===== src/rtl/fb_sync_fifo.sv =====
// Parametrised single-clock FIFO with occupancy count, almost-full/almost-empty thresholds and sticky error flags.
// Define FB_SYNC_FIFO_FWFT_EN for first-word-fall-through reads; the default build uses a registered read.
module fb_sync_fifo #(
    parameter int DEPTH    = 8,
    parameter int WIDTH    = 32,
    parameter int AF_LEVEL = 6,
    parameter int AE_LEVEL = 2,
    localparam int CW      = $clog2(DEPTH + 1)
) (
    input  logic             clk,
    input  logic             rst,
    input  logic             push,
    input  logic [WIDTH-1:0] in,
    input  logic             pop,
    output logic [WIDTH-1:0] out,
    output logic             out_valid,
    output logic             full,
    output logic             empty,
    output logic             almost_full,
    output logic             almost_empty,
    output logic [CW-1:0]    count,
    output logic             overflow,
    output logic             underflow,
    input  logic             err_clr
);

    localparam int PW = (DEPTH > 1) ? $clog2(DEPTH) : 1;
    localparam logic [CW-1:0] DEPTH_C  = CW'(DEPTH);
    localparam logic [CW-1:0] AF_C     = CW'(AF_LEVEL);
    localparam logic [CW-1:0] AE_C     = CW'(AE_LEVEL);
    localparam logic [PW-1:0] LAST_PTR = PW'(DEPTH - 1);

    logic [WIDTH-1:0] mem [DEPTH];

    logic [PW-1:0] wr_ptr_q, wr_ptr_d;
    logic [PW-1:0] rd_ptr_q, rd_ptr_d;
    logic [CW-1:0] count_q, count_d;
    logic          full_q, full_d;
    logic          empty_q, empty_d;
    logic          almost_full_q, almost_full_d;
    logic          almost_empty_q, almost_empty_d;
    logic          overflow_q, overflow_d;
    logic          underflow_q, underflow_d;
    logic          pop_ok, push_ok;
    logic [WIDTH-1:0] rd_data;

    // A pop frees a slot in the same cycle, so a full FIFO may accept a push alongside it.
    always_comb begin
        pop_ok  = pop & ~empty_q;
        push_ok = push & (~full_q | pop_ok);
        rd_data = mem[rd_ptr_q];

        wr_ptr_d = wr_ptr_q;
        if (push_ok) begin
            wr_ptr_d = (wr_ptr_q == LAST_PTR) ? '0 : wr_ptr_q + PW'(1);
        end

        rd_ptr_d = rd_ptr_q;
        if (pop_ok) begin
            rd_ptr_d = (rd_ptr_q == LAST_PTR) ? '0 : rd_ptr_q + PW'(1);
        end

        count_d = count_q;
        case ({push_ok, pop_ok})
            2'b10:   count_d = count_q + CW'(1);
            2'b01:   count_d = count_q - CW'(1);
            default: count_d = count_q;
        endcase

        full_d         = (count_d == DEPTH_C);
        empty_d        = (count_d == '0);
        almost_full_d  = (count_d >= AF_C);
        almost_empty_d = (count_d <= AE_C);

        // Setting an error flag wins over a simultaneous clear.
        overflow_d = overflow_q;
        if (push & ~push_ok) begin
            overflow_d = 1'b1;
        end else if (err_clr) begin
            overflow_d = 1'b0;
        end

        underflow_d = underflow_q;
        if (pop & ~pop_ok) begin
            underflow_d = 1'b1;
        end else if (err_clr) begin
            underflow_d = 1'b0;
        end
    end

    always_ff @(posedge clk) begin
        if (push_ok) begin
            mem[wr_ptr_q] <= in;
        end
    end

    always_ff @(posedge clk or posedge rst) begin
        if (rst) begin
            wr_ptr_q       <= '0;
            rd_ptr_q       <= '0;
            count_q        <= '0;
            full_q         <= 1'b0;
            empty_q        <= 1'b1;
            almost_full_q  <= 1'b0;
            almost_empty_q <= 1'b1;
            overflow_q     <= 1'b0;
            underflow_q    <= 1'b0;
        end else begin
            wr_ptr_q       <= wr_ptr_d;
            rd_ptr_q       <= rd_ptr_d;
            count_q        <= count_d;
            full_q         <= full_d;
            empty_q        <= empty_d;
            almost_full_q  <= almost_full_d;
            almost_empty_q <= almost_empty_d;
            overflow_q     <= overflow_d;
            underflow_q    <= underflow_d;
        end
    end

`ifdef FB_SYNC_FIFO_FWFT_EN
    // Head entry is presented directly; it is forced to zero while nothing is stored.
    assign out       = empty_q ? '0 : rd_data;
    assign out_valid = ~empty_q;
`else
    logic [WIDTH-1:0] out_q, out_d;
    logic             out_valid_q, out_valid_d;

    always_comb begin
        out_d       = pop_ok ? rd_data : out_q;
        out_valid_d = pop_ok;
    end

    always_ff @(posedge clk or posedge rst) begin
        if (rst) begin
            out_q       <= '0;
            out_valid_q <= 1'b0;
        end else begin
            out_q       <= out_d;
            out_valid_q <= out_valid_d;
        end
    end

    assign out       = out_q;
    assign out_valid = out_valid_q;
`endif

    assign full         = full_q;
    assign empty        = empty_q;
    assign almost_full  = almost_full_q;
    assign almost_empty = almost_empty_q;
    assign count        = count_q;
    assign overflow     = overflow_q;
    assign underflow    = underflow_q;

endmodule


===== config.mk =====
export PLATFORM = sky130hd
export DESIGN_NAME = fb_sync_fifo
export DESIGN_NICKNAME = d
export VERILOG_FILES = /design/src/rtl/fb_sync_fifo.sv
export SDC_FILE = /design/constraint.sdc
export NUM_CORES = 1
export LEC_CHECK = 0
export ABC_AREA = 1
export CORE_ASPECT_RATIO = 0.7
export CORE_UTILIZATION = 45
export CTS_BUF_LIST = sky130_fd_sc_hd__clkbuf_4 sky130_fd_sc_hd__clkbuf_8
export CTS_CLUSTER_DIAMETER = 30
export DETAILED_ROUTE_END_ITERATION = 16
export PLACE_DENSITY_LB_ADDON = 0.25
export SETUP_SLACK_MARGIN = 0.1
export SLEW_MARGIN = 15
export SYNTH_ARGS = -nofsm -noshare
export SYNTH_HDL_FRONTEND = slang
export SYNTH_SLANG_ARGS = --single-unit

===== constraint.sdc =====
create_clock -name clk -period 5.49 [get_ports clk]
set_input_delay 0.8235 -clock clk [delete_from_list [all_inputs] [get_ports clk]]
set_output_delay 0.8235 -clock clk [all_outputs]
set_load 0.1 [all_outputs]

# --- Word level (Yosys, flattened, before mapping) ---
# Memory sizes are Yosys's and may differ from the RTL's. A register that Yosys moved wholly into a read port is not among the register bits.
# Index checks and enable logic that the tools add are counted.
word_totals:
  register_bits: 17
  ram_bits: 256
  in_bits: 37
  out_inout_bits: 43
  wordCells: 42
  memories: 1
op_classes:
  addsub: 4
  n_lt_le_gt_ge: 2
  n_eq_ne: 5
  mux: 8
  bitwise: 9
  reduce_logical: 3
memory_table:
  columns: ["memory", "depth", "width", "rd", "rd_clocked_by_memory_dff", "write_ports", "line", "source"]
  rows:
  - ["mem", 8, 32, 1, 1, 1, "33", "logic [WIDTH-1:0] mem [DEPTH];"]
op_table:
  columns: ["operator", "count"]
  rows:
  - ["$pmux W4 S2", 1]
  - ["$add A3 B1 Y3 const B", 2]
  - ["$eq A3 B3 Y1 const B", 2]
  - ["$mux W3", 2]
  - ["$mux W1", 5]
  - ["$add A4 B1 Y4 const B", 1]
  - ["$and A1 B1 Y1", 4]
  - ["$eq A4 B4 Y1 const B", 1]
  - ["$ge A4 B3 Y1 const B", 1]
  - ["$le A4 B2 Y1 const B", 1]
  - ["$logic_not A4 Y1", 1]
  - ["$not A1 Y1", 4]
  - ["$reduce_bool A2 Y1", 2]
  - ["$sub A4 B1 Y4 const B", 1]
  - ["$eq A2 B1 Y1 const B", 1]
  - ["$eq A2 B2 Y1 const B", 1]
  - ["$or A1 B1 Y1", 1]

# --- Logic depth before layout (Yosys ltp) ---
depth:
  ltp_word: 7
  depth_mapped: 17
  ltp_nobuf: 17

# --- Least setup slack after synthesis ---
# Ideal clock, no wire load.
synth_path:
  kind: "input port to flip-flop"
  from: "input port pop"
  to: "memory mem[1][0] (enable)"
  setup_ps: 421
  arrival_ps: 2821
  required_time_ps: 5069
  path_slack_ps: 2248
  path_stages: 8
  n_path_buf: 0
  cell_sequence: "inv_1 nor2_2 inv_2 nand2_1 nand2_1 nor2_1 inv_2 nor2_1"
synth_between:
  elab_chain_len: 5
synth_lines:
  columns: ["element", "line", "source"]
  rows:
  - ["start: declaration", "14", "input logic pop,"]
  - ["$and A1 B1 Y1", "49", "pop_ok = pop & ~empty_q;"]
  - ["$or A1 B1 Y1", "50", "push_ok = push & (~full_q | pop_ok);"]
  - ["$and A1 B1 Y1", "50", null]
  - ["$mux W1", "92", "if (push_ok) begin"]
  - ["$mux W1 (implied by the code)", "93", "mem[wr_ptr_q] <= in;"]
  - ["end: declaration", "33", null]
# Every way passes these cells.

# --- Final worst setup path ---
layout_path:
  from: "input port pop"
  to: "memory mem[4][28] (enable)"
# Same word-level chain as after synthesis.

==> out/metrics.yaml <==
critical_path:
  r2r_setup_slack_ps: 2470
  critical_path.cell_chain: "clkdlybuf4s50_1 -> inv_1 -> nor2_4 -> inv_2 -> nand2_1 -> nand2_1 -> inv_2 -> nand2_1 -> nor2_4"
  worstReg2RegStart: "rd_ptr_q[0]"
  cp_slowest_cell: "sky130_fd_sc_hd__nor2_4"
  worst_r2r_path_depth: 6
  timing.critical_path.to_type: "flip-flop"
  cp_slowest_stage_delay_ps: 920
  critPathRequiredTime_ps: 5660
  ws_path_type: "input pin to flip-flop"
  start_kind: "input pin"
  cp.arrival_ps: 3320
  worst_r2r_endpoint: "out[31]"
  cpMostUsedCell: "sky130_fd_sc_hd__nand2_1"
  timing.critical_path.fanout_max: 34
logic_synthesis:
  synth.lib_cells_used.distinct: 28
  yosys_warnings: 0
  post_synth.cell_area_avg_um2: 13.4
  synth.cell_area_um2: 11900
  ys_seq_elements: 305
  postSynthCellCount: 891
  syn_nets: 935
  synth.yosys.seq_area_share: 0.749
drt:
  drc: 0
  antenna_violating_nets_post_route: 0
  drt-total-wl_um: 27100
  via_count: 7352
  drt-vias-per-instance: 5.36
  drt_iter0_markers: 581
  avgRoutedWirePerCell_um: 19.8
  drtPass1Iterations: 7
grt:
  grt_start_max_net_pins: 92
  aggregate_global_route_resource_usage: 0.205
  grt_overflow_total: 0
  grt_antenna_before_repair: 0
  number_of_global_route_vias_before_repair: 7087
  global_route_wire_length_before_repair_um: 42200
timing:
  timing.max_slew.rel_slack: 0.236
  fin_worst_skew_ps: 20.0
  totalNegativeSetupSlack_ps: 0
  layout_worst_path_cycle_share: 0.573
  final_hold_viol_count: 0
  final.hold.worst_slack_ps: 477
  min_period_ps: 3150
  timing.final.ws_setup_ps: 2340
  timing.final.max_slew_violations: 0
  final-setup-viol-count: 0
  timing_worst_slew_pin_value_ps: 1140
  rsz_0062_raised_after_global_routing: "false"
  fmax_ghz: 0.318
die:
  initial_utilization: 0.461
  design.core.area_um2: 25800
  die_height_um: 138
  floorplan.die.width_um: 196
  rows: 49
  fp.dieArea_um2: 27100
  i_o_pin_count: 80
cells_and_area:
  layout.cells.non_filler: 1371
  nNetsFinal: 1017
  design_area_um2: 13900
  final_common_cell: "sky130_fd_sc_hd__edfxtp_1"
  synthToLayoutAreaGrowth_pct: 17.1
  most-common-layout-cells: "sky130_fd_sc_hd__edfxtp_1, sky130_fd_sc_hd__nor2_1, sky130_fd_sc_hd__o21ai_0"
  nFillCells: 2151
  drive_gt1_frac: 0.125
  n_antenna_cell: 0
clock_tree:
  h-tree-depth: 2
  post_cts_hold_buffer_count: 0
  clock-root-buffer: "sky130_fd_sc_hd__clkbuf_8"
  cts.clk_slew.worst_paths_ps: 60
  cts_made_buffers: 50
  cts_max_path_buffers: 3
  numClockSinks: 305
  post-cts-setup-buffers: 0
  worst_skew_pair.late_latency_ps: 570
  tritoncts: "done"
  cts_repair_resize_count: 0
placement:
  dp_cells: 1278
  place_hpwl_um: 14900
  port_buffers: 79
  placed_area_um2: 12900
  gp_congestion: 0.756
  pre_cts_ws_ps: 1750
outcome:
  result_of_the_run: "completed"
pwr:
  ir_worst_vdd_uv: 309
  p_leak_uw: 0.00484
  power_density_nw_per_um2: 616
worst_hold_path:
  hp-start: "out[10]"
  hold_class: "flip-flop to flip-flop"
  worst_hold_path.endpoint: "out[10]"
  worst_hold_path.num_cells: 2
flow_run:
  timing.max_cap.violations: 0
-- cell usage after synthesis (all sizes together) --
cell type  instances  area share
dfrtp             47       0.099
ha                 7      0.0074
o211ai            19       0.012
inv               26      0.0084
xor2               1     0.00074
nand3             41       0.017
dfstp              2      0.0044
edfxtp           256        0.65
o21ai            136       0.058
xnor2              1     0.00074
o221ai            46       0.034
nand2             87       0.027
nor2             161       0.054
clkbuf            22      0.0069
buf               34       0.022
a21oi              3      0.0013
o22ai              1     0.00053
or2                1     0.00053
-- power by group --
group / leakage [uW] / internal [uW] / switching (uW)
clock: 0.000535 / 1080 / 906
sequential: 0.00291 / 3000 / 224
combinational: 0.00140 / 797 / 2580
-- layout make-up --
| class | count | area, um2 | share of cell area |
|---|---|---|---|
| clock buffer | 68 | 861 | 0.0618 |
| clock inverter | 25 | 159 | 0.0114 |
| inverter | 26 | 100 | 0.00718 |
| multi-input combinational | 504 | 2600 | 0.187 |
| sequential | 305 | 8920 | 0.640 |
| tap | 357 | 447 | 0.0321 |
| timing repair buffer | 86 | 843 | 0.0605 |
-- layer usage --
metal,vias up,GRT usage,wire [um]
li1,3448,-,-
met1,3594,0.322,13000
met2,266,0.284,11500
met3,44,0.0495,2260
met4,0,0.0530,449
met5,-,0,0
-- critical path: cells and delay by family --
kind	cells	cell delay, ps
buf+inv	4	920
simple gates	5	1520
-- state kept, by name, indices dropped and copies added (netlist names) --
signal        cells
mem             256
out              32
count             4
rd_ptr_q          3
wr_ptr_q          3
almost_empty      1
almost_full       1
empty             1
full              1
out_valid         1
overflow          1
underflow         1
-- worst max-delay path by stage --
stage / start / end / slack (ps)
3_5_place_dp: pop / mem[0][19] / 1750
6_report: pop / mem[4][28] / 2340
2_1_floorplan: pop / mem[1][0] / 2250
5_1_grt: pop / mem[4][19] / 2070
4_1_cts: pop / mem[0][0] / 2320
3_3_place_gp: pop / mem[0][19] / 1810
-- stage by stage --
| stage | utilization | total power (uW) |
|---|---|---|
| after detailed placement | 0.500 | 6650 |
| after CTS | 0.540 | 8640 |
| final | 0.540 | 8580 |
| after global placement | 0.500 | 6620 |
| after global routing | 0.540 | 9030 |
| after floorplan | - | 5790 |
-- cell families after synthesis --
| group | synth area share |
|---|---|
| adders and majority gates | 0.00736 |
| AOI/OAI and AO/OA | 0.106 |
| and+or+nand+nor | 0.0987 |
| xor gates and xnor gates | 0.00147 |
| DFF | 0.749 |
| buffers and inverters | 0.0376 |
Power figures use the tool's default switching activity.
